[src/rtl/rca_seq_ctrl.sv]
// Wide adder sequencer: drives one shared 4-bit ripple-carry adder one nibble per clock, LSB first.
// Define RCA_SEQ_SUB_EN to add the sub port (two's-complement subtraction through the same adder).
module rca_seq_ctrl #(
    parameter int NIBBLES = 4
) (
    input  logic                 clk,
    input  logic                 rst_n,
    input  logic                 in_valid,
    output logic                 in_ready,
    input  logic [4*NIBBLES-1:0] a,
    input  logic [4*NIBBLES-1:0] b,
    input  logic                 cin,
`ifdef RCA_SEQ_SUB_EN
    input  logic                 sub,
`endif
    output logic                 out_valid,
    input  logic                 out_ready,
    output logic [4*NIBBLES-1:0] sum,
    output logic                 cout,
    output logic                 busy,
    output logic [3:0]           add_a,
    output logic [3:0]           add_b,
    output logic                 add_cin,
    input  logic [3:0]           add_sum,
    input  logic                 add_cout
);

    localparam int W     = 4 * NIBBLES;
    localparam int IDX_W = (NIBBLES > 1) ? $clog2(NIBBLES) : 1;
    localparam logic [IDX_W-1:0] LAST = IDX_W'(NIBBLES - 1);

    typedef enum logic [1:0] {
        IDLE = 2'd0,
        RUN  = 2'd1,
        DONE = 2'd2
    } state_t;

    state_t           state;
    logic [IDX_W-1:0] idx;
    logic [W-1:0]     a_q;
    logic [W-1:0]     b_q;
    logic             cin_q;
    logic             sub_q;
    logic             carry_q;
    logic [3:0]       b_nib;

`ifndef RCA_SEQ_SUB_EN
    assign sub_q = 1'b0;
`endif

    // Ready drops immediately while reset is held, independent of the state register.
    assign in_ready = rst_n && (state == IDLE);

    assign b_nib = b_q[{idx, 2'b00} +: 4];

    always_comb begin
        add_a   = 4'h0;
        add_b   = 4'h0;
        add_cin = 1'b0;
        if (state == RUN) begin
            add_a   = a_q[{idx, 2'b00} +: 4];
            add_b   = sub_q ? ~b_nib : b_nib;
            add_cin = (idx == '0) ? (sub_q | cin_q) : carry_q;
        end
    end

    always_ff @(posedge clk) begin
        if (!rst_n) begin
            state     <= IDLE;
            idx       <= '0;
            carry_q   <= 1'b0;
            sum       <= '0;
            cout      <= 1'b0;
            out_valid <= 1'b0;
            busy      <= 1'b0;
        end else begin
            case (state)
                IDLE: begin
                    if (in_valid) begin
                        a_q   <= a;
                        b_q   <= b;
                        cin_q <= cin;
`ifdef RCA_SEQ_SUB_EN
                        sub_q <= sub;
`endif
                        idx   <= '0;
                        sum   <= '0;
                        busy  <= 1'b1;
                        state <= RUN;
                    end
                end
                RUN: begin
                    sum[{idx, 2'b00} +: 4] <= add_sum;
                    carry_q                <= add_cout;
                    idx                    <= idx + 1'b1;
                    if (idx == LAST) begin
                        cout      <= add_cout;
                        out_valid <= 1'b1;
                        state     <= DONE;
                    end
                end
                DONE: begin
                    if (out_ready) begin
                        out_valid <= 1'b0;
                        busy      <= 1'b0;
                        state     <= IDLE;
                    end
                end
                default: state <= IDLE;
            endcase
        end
    end

endmodule

[config.mk]
export PLATFORM = sky130hd
export DESIGN_NAME = rca_seq_ctrl
export DESIGN_NICKNAME = d
export VERILOG_FILES = /design/src/rtl/rca_seq_ctrl.sv
export SDC_FILE = /design/constraint.sdc
export NUM_CORES = 1
export LEC_CHECK = 0
export ABC_AREA = 1
export BUFFER_PORTS_ARGS = -buffer_cell sky130_fd_sc_hd__buf_2
export CAP_MARGIN = 30
export CELL_PAD_IN_SITES_DETAIL_PLACEMENT = 0
export CELL_PAD_IN_SITES_GLOBAL_PLACEMENT = 1
export CORE_MARGIN = 2
export CORE_UTILIZATION = 27
export CTS_CLUSTER_DIAMETER = 200
export DETAILED_ROUTE_END_ITERATION = 10
export GPL_TIMING_DRIVEN = 1
export HOLD_SLACK_MARGIN = 0.05
export PLACE_DENSITY = 0.61
export SYNTH_ARGS = -nofsm -noshare
export SYNTH_HDL_FRONTEND = slang
export SYNTH_SLANG_ARGS = --single-unit
export TNS_END_PERCENT = 1
[constraint.sdc]
create_clock -name clk -period 1.6 [get_ports clk]
set_clock_uncertainty 0.05 [all_clocks]
set_input_delay 0.08 -clock clk [delete_from_list [all_inputs] [get_ports clk]]
set_output_delay 0.08 -clock clk [all_outputs]
set_load 0.1 [all_outputs]
==> impl_metrics.csv, run 1 <==
group,metric,value,unit
final_layout,final_common_cell,"buf_2",
sta,finalHoldViolCount,0,
final_layout,drive_above_1_share,35.5,%
route,via_per_inst,4.36,
die,io_pins,71,
placement,gp_congestion,0.707,
yosys,synth_area_per_cell,9.36,um^2
yosys,synth_cells,261,
placement,dp_cells,441,
global_routing,grt_use_total,14.1,%
clock_network,insertion_delay,330,ps
global_routing,grt_pass1_wl,10.6,mm
pwr,post-layout-total-power,3.56,mW
route,vias,2178,
final_layout,nNetsFinal,434,
worst_setup_path,cp.required,1470,ps
global_routing,antenna_found_initial,0,
status,outcome,"complete, but fails checks",
sta,rsz0062_at_grt,"yes",
route,dr.pass1.iters,6,
clock_network,cts_root_buf,"clkbuf_8",
pwr,power.density,904,nW/um^2
sta,tightestPinTransition,490,ps
worst_setup_path,critPathKind,"reg2out",
sta,finalMaxSlewViolations,0,
yosys,synth_ff_type,"edfxtp_1",
worst_setup_path,critPathMaxFanout,8,
sta,layout_setup_ws,-49.7,ps
final_layout,syn_to_final_growth,61.3,%
sta,min_period,1650,ps
worst_setup_path,crit_path_max_incr_delay,380,ps
route,drc,0,
global_routing,first_global_vias,2246,
final_layout,antennaDiodeCount,0,
final_layout,most-common-layout-cells,"buf_2 (59), nand2_1 (56), dlygate4sd3_1 (38)",
yosys,synth_edf_count,33,
route,ant_nets,0,
yosys,syn-num-nets,309,
die,fp.dieArea,9820,um^2
sta,fmax,606,MHz
worst_setup_path,cp-end-kind,"output port",
yosys,synth_cell_types,21,
clock_network,clk_path_buf_depth,2,
worst_setup_path,reg2reg_slack,110,ps
pwr,ir_worst_vdd,0.000512,V
global_routing,gr-total-overflow,0,
route,drt_iter0_markers,43,
worst_setup_path,crit_slowest_cell,"dfxtp_4",
worst_setup_path,rr_startpoint,"idx[1]",
worst_setup_path,worstPathArrival,1520,ps
clock_network,cts_tree,"built",
placement,dp_hpwl,4.42,mm
clock_network,cts_buffers,9,
clock_network,cts_max_level,3,
final_layout,fin_cells,499,
yosys,ys_seq_area_share,60.2,%
route,routed_wl,6.52,mm
die,die_h,99.1,um
worst_hold_path,hold_start,"add_sum[0]",
yosys,mappedNetlistArea,2440,um^2
sta,finalCritPeriodShare,103,%
die,rows,34,
flow_run,max_cap_viol_count,0,
yosys,synth-warning-count,0,
final_layout,seq_area,1480,um^2
worst_hold_path,hp-class,"in2reg",
global_routing,grt_start_max_net_pins,34,
worst_setup_path,startpoint,"idx[0]",
die,coreArea,8760,um^2
sta,relSlewSlack,67.6,%
pwr,leakagePower,1.63,nW
die,die_w,99.1,um
final_layout,num-fill-cells,857,
sta,setup_tns,-270,ps
placement,port_buffers,70,
placement,pre_cts_ws,114,ps
status,violations,"negative setup slack",
sta,finalSetupViolations,8,
yosys,synth_seq_cells,57,
final_layout,multi_input_area,981,um^2
worst_setup_path,start_kind,"flop",
worst_setup_path,path_cells,"inv_8 > buf_12 > nand2_1 > nand2_1 > nand2_2 > a21oi_4 > buf_12",
die,start_util,27.9,%
clock_network,path_clk_slew,60,ps
route,wl_per_cell,13.1,um
clock_network,cts.sink_count,57,
yosys,async_reset_ff_share,0,%
-- path summary, 6_finish.rpt --
path / end / cells after the start
min reg2reg: cout / 2
max reg2reg: sum[2] / 9
max: add_b[1] / 7
min: sum[12] / 5
-- report_power, final --
group	leakage, nW	internal, mW	total, mW	switching [mW]
registers	0.504	1.61	1.64	0.0287
logic	1.05	0.312	0.795	0.483
clock network	0.0818	0.549	1.13	0.577
total	1.63	2.47	3.56	1.09
-- per-layer routing --
metal	vias to the layer above	wire length (um)	track usage, %
met1	984	2750	16.1
met5	-	0	0
met3	6	358	4.29
met4	0	77	5.06
met2	63	3330	24.9
li1	1125	-	-
-- cells by family (layout without fill, tap and decap cells) --
| family | Yosys count | in the layout | share of synthesized area (%) |
|---|---|---|---|
| AO/OA/AOI/OAI | 38 | 38 | 7.79 |
| AND/OR/NAND/NOR | 134 | 134 | 23.7 |
| adder cells (fa/ha/maj) | 6 | 6 | 3.07 |
| buffers and inverters | 26 | 156 | 5.23 |
| flip-flops | 57 | 57 | 60.2 |
-- cells in the mapped netlist, types with 3 or more instances --
library cell  count  area [um^2]
dfxtp_1          24          480
inv_1            13         48.8
nor2_1           36          135
edfxtp_1         33          991
buf_2             4         20.0
o21ai_0          10         50.1
nand2_1          64          240
nand3b_1          3         22.5
buf_4             4         30.0
nand3_1          26          130
ha_1              6         75.1
a21oi_1          28          140
-- sequential cells by signal (all words and copies together) (netlist names) --
signal and cells:
carry_q 1, busy 1, sum 16, a_q 16, state 2, idx 2, cin_q 1, cout 1
b_q 16, out_valid 1
-- worst max-delay path, delay by kind of cell, from the launching register on --
| kind | cells | cell delay [ps] |
|---|---|---|
| AND/OR/NAND/NOR | 3 | 190 |
| flip-flops | 1 | 380 |
| AO/OA/AOI/OAI | 1 | 190 |
| buffers and inverters | 3 | 430 |
-- area by class of cell --
class / instances / share of cell area, %
clock buffer: 10 / 3.24
clock inverter: 6 / 0.889
inverter: 17 / 2.22
multi-input combinational: 178 / 24.9
sequential: 57 / 37.7
tap: 108 / 3.43
timing repair buffer: 123 / 27.6
-- per-stage QoR --
step                      utilization [%]  instance area (um^2)  hold slack [ps]
final                                44.9                  3940             76.8
after global routing                 44.9                  3940              103
after CTS                            44.5                  3900             59.6
after detailed placement             36.1                  3160              208
after global placement               36.1                  3160              208
after floorplan                         -                  2500              129
-- what timing repair did --
item                                    in CTS  in global routing
buffers inserted                             3                  0
endpoints found under the setup margin       9                 53
pin swaps                                    9                 11
gates cloned                                 1                  1
hold buffers                                38                  0
resized for setup                           44                 12
endpoints found under the hold margin       42                  0
No activity file was read; power rests on OpenSTA's default activity.
==> inputs of run 2 (changes only) <==
--- a/config.mk
+++ b/config.mk
@@ -11,12 +11,12 @@
 export CELL_PAD_IN_SITES_DETAIL_PLACEMENT = 0
 export CELL_PAD_IN_SITES_GLOBAL_PLACEMENT = 1
 export CORE_MARGIN = 2
-export CORE_UTILIZATION = 27
+export CORE_UTILIZATION = 41
 export CTS_CLUSTER_DIAMETER = 200
 export DETAILED_ROUTE_END_ITERATION = 10
 export GPL_TIMING_DRIVEN = 1
 export HOLD_SLACK_MARGIN = 0.05
-export PLACE_DENSITY = 0.61
+export PLACE_DENSITY = 0.84
 export SYNTH_ARGS = -nofsm -noshare
 export SYNTH_HDL_FRONTEND = slang
 export SYNTH_SLANG_ARGS = --single-unit
==> constraint.sdc (replaced) <==
create_clock -name clk -period 1.9 [get_ports clk]
set_clock_uncertainty 0.05 [all_clocks]
set_input_delay 0.095 -clock clk [delete_from_list [all_inputs] [get_ports clk]]
set_output_delay 0.095 -clock clk [all_outputs]
set_load 0.1 [all_outputs]
==> run 2 against run 1 <==
Effect of this change: hold slack worse by 27 ps; the run now ends clean; flip-flop and latch count stayed put; global-route usage up 5.4 points; critical path type unchanged; count of clock-buffer cells in the layout stayed put; largest power group unchanged.
==> impl_metrics.csv, run 2 (synthesis gave the netlist of run 1 again) <==
group,metric,value,unit
status,outcome,"completed",
pwr,switching_power,0.869,mW
clock_network,cts_root_buf,"clkbuf_8",
route,drc,0,
sta,hold_ws,49.8,ps
global_routing,first_global_vias,2106,
route,via_per_inst,4.69,
pwr,p_int,2.29,mW
worst_setup_path,path_cells,"inv_2 > ha_1 > inv_1 > nand2_1 > a21oi_2 > buf_12",
die,coreArea,5850,um^2
pwr,p_seq_share,43.6,%
final_layout,fin_cells,456,
global_routing,grt_pass1_wl,9.27,mm
worst_setup_path,worstPathArrival,1660,ps
placement,dp_cells,404,
die,io_pins,71,
flow_run,max_cap_viol_count,0,
clock_network,cts_buffers,9,
sta,layout_setup_ws,97.1,ps
global_routing,gr-total-overflow,0,
sta,fmax,555,MHz
final_layout,most-common-layout-cells,"nand2_1 (63), buf_2 (61), nor2_1 (36), dlygate4sd3_1 (36), edfxtp_1 (33)",
worst_setup_path,crit_slowest_cell,"dfxtp_1",
route,routed_wl,5.79,mm
die,rows,28,
die,die_h,81.2,um
route,ant_nets,0,
route,vias,2139,
placement,pre_cts_ws,211,ps
clock_network,clk_path_buf_depth,2,
global_routing,grt_use_total,19.5,%
route,drt_iter0_markers,74,
final_layout,syn_to_final_growth,49.2,%
sta,rsz0062_at_grt,"no",
clock_network,insertion_delay,340,ps
worst_setup_path,cp-end-kind,"output port",
sta,finalSetupViolations,0,
die,start_util,41.7,%
final_layout,utilization,62.3,%
placement,gp_congestion,0.866,
final_layout,antennaDiodeCount,0,
pwr,leakagePower,1.55,nW
clock_network,cts_max_level,3,
final_layout,nNetsFinal,424,
sta,finalHoldViolCount,0,
worst_setup_path,critPathMaxFanout,6,
sta,finalMaxSlewViolations,0,
worst_setup_path,crit_path_max_incr_delay,360,ps
worst_setup_path,cp.required,1750,ps
worst_setup_path,start_kind,"flop",
placement,dp_hpwl,3.90,mm
pwr,p_comb_share,18.5,%
clock_network,cts.sink_count,57,
pwr,p_clk_share,38.0,%
route,wl_per_cell,12.7,um
die,fp.dieArea,6590,um^2
final_layout,num-fill-cells,505,
sta,relSlewSlack,67.5,%
final_layout,final_common_cell,"nand2_1",
sta,finalCritPeriodShare,94.9,%
placement,port_buffers,70,
worst_setup_path,critPathKind,"reg2out",
sta,min_period,1800,ps
pwr,switching_share,27.5,%
route,dr.pass1.iters,4,
die,die_w,81.2,um
sta,setup_tns,0,ps
clock_network,path_clk_slew,60,ps
global_routing,grt_start_max_net_pins,24,
pwr,power.density,868,nW/um^2
clock_network,cts_tree,"built",
final_layout,reg_top3,"a_q x16, b_q x16, sum x16",
pwr,ir_worst_vdd,0.000817,V
final_layout,final_area,3640,um^2
pwr,post-layout-total-power,3.16,mW
worst_hold_path,hp-class,"in2reg",
final_layout,drive_above_1_share,29.1,%
sta,tightestPinTransition,491,ps
placement,dpl_cell_area,3040,um^2
global_routing,antenna_found_initial,0,
## run 2: cell types whose count changed in the layout (fill, tap and decap cells not counted), moves of 3 or more
cell      delta
buf_12       -7
nand2_1      +7
nand2_2      -6
o21ai_0      +6
a21oi_4      -5
a21oi_2      +4
buf_4        -4
clkinv_2     -4
nor2_1       +4
nor2_2       -4
o21ai_1      -4
buf_6        +3
dfxtp_4      -3
## run 2: area by class of cell
class	instances	area, um^2	share of cell area, %
multi-input combinational	178	887	24.3
clock buffer	10	128	3.50
clock inverter	6	82.6	2.27
timing repair buffer	113	910	25.0
inverter	17	70.1	1.92
tap	75	93.8	2.57
sequential	57	1470	40.4
## run 2: path summary, 6_finish.rpt
check / from / endpoint / slack (ps) / cells past startpoint
min reg2reg: cout / cout / 410 / 2
min: in_valid / busy / 50 / 3
max reg2reg: idx[0] / sum[13] / 330 / 7
max: idx[0] / add_cin / 100 / 6
## run 2: repair_timing
action	CTS	global route
pin swaps	1	1
hold buffers	36	0
endpoints found under the setup margin	7	9
hold endpoints to repair	41	0
resized for setup	7	7
setup buffers	0	0
## run 2: layer usage
metal	global-route usage (%)	vias to the layer above	wire length (um)
met5	0	-	0
li1	-	1099	-
met1	20.5	971	2390
met4	5.93	0	80
met2	34.9	61	2950
met3	8.56	8	367
## run 2: power groups by stage
stage | clock network, mW | logic, mW | registers (mW)
2_1_floorplan | 0 | 0.286 | 1.47
3_3_place_gp | 0 | 0.516 | 1.40
3_5_place_dp | 0 | 0.518 | 1.40
4_1_cts | 1.22 | 0.582 | 1.38
5_1_grt | 1.30 | 0.626 | 1.38
6_report | 1.20 | 0.584 | 1.38
## run 2: worst max-delay path, delay by kind of cell (launching register included)
kind,cells,cell delay (ps)
adder cells (fa/ha/maj),1,250
AO/OA/AOI/OAI,1,220
AND/OR/NAND/NOR,1,70
buffers and inverters,3,410
flip-flops,1,360
==> inputs of run 3 (changes only) <==
--- a/config.mk
+++ b/config.mk
@@ -11,12 +11,12 @@
 export CELL_PAD_IN_SITES_DETAIL_PLACEMENT = 0
 export CELL_PAD_IN_SITES_GLOBAL_PLACEMENT = 1
 export CORE_MARGIN = 2
-export CORE_UTILIZATION = 41
+export CORE_UTILIZATION = 38
 export CTS_CLUSTER_DIAMETER = 200
 export DETAILED_ROUTE_END_ITERATION = 10
 export GPL_TIMING_DRIVEN = 1
 export HOLD_SLACK_MARGIN = 0.05
-export PLACE_DENSITY = 0.84
+export PLACE_DENSITY = 0.79
 export SYNTH_ARGS = -nofsm -noshare
 export SYNTH_HDL_FRONTEND = slang
 export SYNTH_SLANG_ARGS = --single-unit
==> constraint.sdc (replaced) <==
create_clock -name clk -period 1.7 [get_ports clk]
set_clock_uncertainty 0.05 [all_clocks]
set_input_delay 0.085 -clock clk [delete_from_list [all_inputs] [get_ports clk]]
set_output_delay 0.085 -clock clk [all_outputs]
set_load 0.1 [all_outputs]
==> run 3 against run 2 <==
Effect of this change: final area increased by 6.5%; hold slack improved by 29 ps; combinational power is 25% higher; global-route usage decreased by 1.7 points; first-iteration DRC count is 27% lower; non-clock buffer count is 6 higher; highest routed layer unchanged; register-to-register slack worse by 180 ps; worst setup slack worse by 64 ps; wire length increased by 6.3%.
==> impl_metrics.csv, run 3 (synthesis gave the netlist of run 1 again) <==
group,metric,value,unit
status,outcome,"completed",
sta,finalHoldViolCount,0,
die,start_util,38.9,%
die,fp.dieArea,7080,um^2
clock_network,cts.sink_count,57,
placement,dp_hpwl,3.90,mm
route,vias,2188,
placement,pre_cts_ws,231,ps
die,coreArea,6280,um^2
die,rows,29,
die,die_h,84.2,um
clock_network,clk_path_buf_depth,2,
global_routing,grt_use_total,17.7,%
route,drc,0,
route,ant_nets,0,
worst_setup_path,cp-end-kind,"output port",
worst_setup_path,startpoint,"idx[0]",
clock_network,path_clk_slew,70,ps
final_layout,final_common_cell,"buf_2",
sta,finalCritPeriodShare,98.0,%
worst_setup_path,worstPathArrival,1530,ps
worst_setup_path,start_kind,"flop",
sta,rsz0062_at_grt,"yes",
worst_hold_path,hold_start,"add_sum[3]",
worst_hold_path,hp-class,"in2reg",
global_routing,first_global_vias,2152,
sta,hold_ws,78.6,ps
sta,layout_setup_ws,33.4,ps
route,drt_iter0_markers,54,
global_routing,grt_pass1_wl,9.71,mm
pwr,leakagePower,1.62,nW
clock_network,cts_root_buf,"clkbuf_8",
final_layout,syn_to_final_growth,58.9,%
route,wl_per_cell,13.3,um
final_layout,nNetsFinal,430,
sta,fmax,600,MHz
final_layout,reg_top3,"a_q x16, b_q x16, sum x16",
global_routing,antenna_found_initial,0,
pwr,power.density,935,nW/um^2
flow_run,max_cap_viol_count,0,
worst_setup_path,rr_worst_depth,6,
die,die_w,84.2,um
global_routing,grt_start_max_net_pins,34,
worst_setup_path,rr_startpoint,"state[1]",
worst_setup_path,cp.required,1560,ps
worst_setup_path,reg2reg_slack,150,ps
sta,finalSetupViolations,0,
placement,gp_congestion,0.787,
pwr,ir_worst_vdd,0.000631,V
final_layout,most-common-layout-cells,"buf_2 (61), nand2_1 (59), dlygate4sd3_1 (37)",
worst_setup_path,rr_endpoint,"busy",
route,dr.pass1.iters,4,
placement,port_buffers,70,
sta,finalMaxSlewViolations,0,
worst_setup_path,timing.critical_path.to,"add_cin",
route,via_per_inst,4.72,
final_layout,antennaDiodeCount,0,
worst_setup_path,critPathMaxFanout,7,
clock_network,cts_max_level,3,
final_layout,drive_above_1_share,33.6,%
route,routed_wl,6.15,mm
sta,tightestPinTransition,500,ps
clock_network,cts_tree,"built",
global_routing,gr-total-overflow,0,
sta,relSlewSlack,66.9,%
sta,min_period,1670,ps
clock_network,insertion_delay,340,ps
worst_setup_path,critPathKind,"reg2out",
die,io_pins,71,
clock_network,cts_buffers,9,
[run 3: cell count changes in the layout (fill, tap and decap cells not counted), sizes merged]
cell / previous run / this run
buf: 77 / 80
clkbuf: 10 / 12
clkinv: 2 / 3
dlygate4sd3: 36 / 37
inv: 16 / 15
[run 3: layout make-up]
class	count	area, um^2
Timing Repair Buffer	119	1030
Fill cell	521	2400
Clock inverter	6	82.6
Clock buffer	10	128
Multi-Input combinational cell	178	988
Tap cell	77	96.3
Inverter	17	78.8
Sequential cell	57	1480
[run 3: how the worst min path moves through the flow]
stage	to	slack, ps	cells past startpoint
floorplan	a_q[0]	130	0
global placement	cin_q	210	1
detailed placement	a_q[2]	210	1
CTS	sum[3]	60	5
global route	sum[3]	70	5
finish	sum[15]	80	5
[run 3: metrics by stage]
| stage | util [%] | area, um^2 | TNS, ps | power, mW | cells |
|---|---|---|---|---|---|
| floorplan | - | 2500 | -17470 | 1.98 | 261 |
| global placement | 49.4 | 3100 | 0 | 2.16 | 409 |
| detailed placement | 49.4 | 3100 | 0 | 2.17 | 409 |
| CTS | 59.0 | 3710 | -95.4 | 3.60 | 462 |
| global route | 61.8 | 3880 | -133 | 3.78 | 464 |
| finish | 61.8 | 3880 | 0 | 3.63 | 464 |
[run 3: what timing repair did]
item / 4_1_cts / 5_1_grt
gates cloned: 0 / 2
hold buffers: 37 / 0
setup buffers: 0 / 0
endpoints found under the hold margin: 41 / 0
pin swaps: 7 / 6
endpoints found under the setup margin: 9 / 9
gates resized for setup: 13 / 32
[run 3: power breakdown]
group          total, mW  leakage, nW  internal (mW)  switching, mW
registers           1.54        0.503           1.52         0.0250
clock network       1.36       0.0976          0.815          0.541
logic              0.730         1.02          0.277          0.453
total               3.63         1.62           2.61           1.02
[run 3: layer usage]
layer / global-route usage (%) / wire, um / vias to the layer above
li1: - / - / 1114
met1: 21.2 / 2720 / 990
met2: 29.8 / 2990 / 78
met3: 5.80 / 379 / 6
met4: 6.45 / 64 / 0
met5: 0 / 0 / -
[run 3: critical path, stage by stage (launching register included)]
cell and delay, ps:
dfxtp_4 380, inv_8 90, ha_2 220, nand2_1 110, a21oi_4 190, buf_12 190
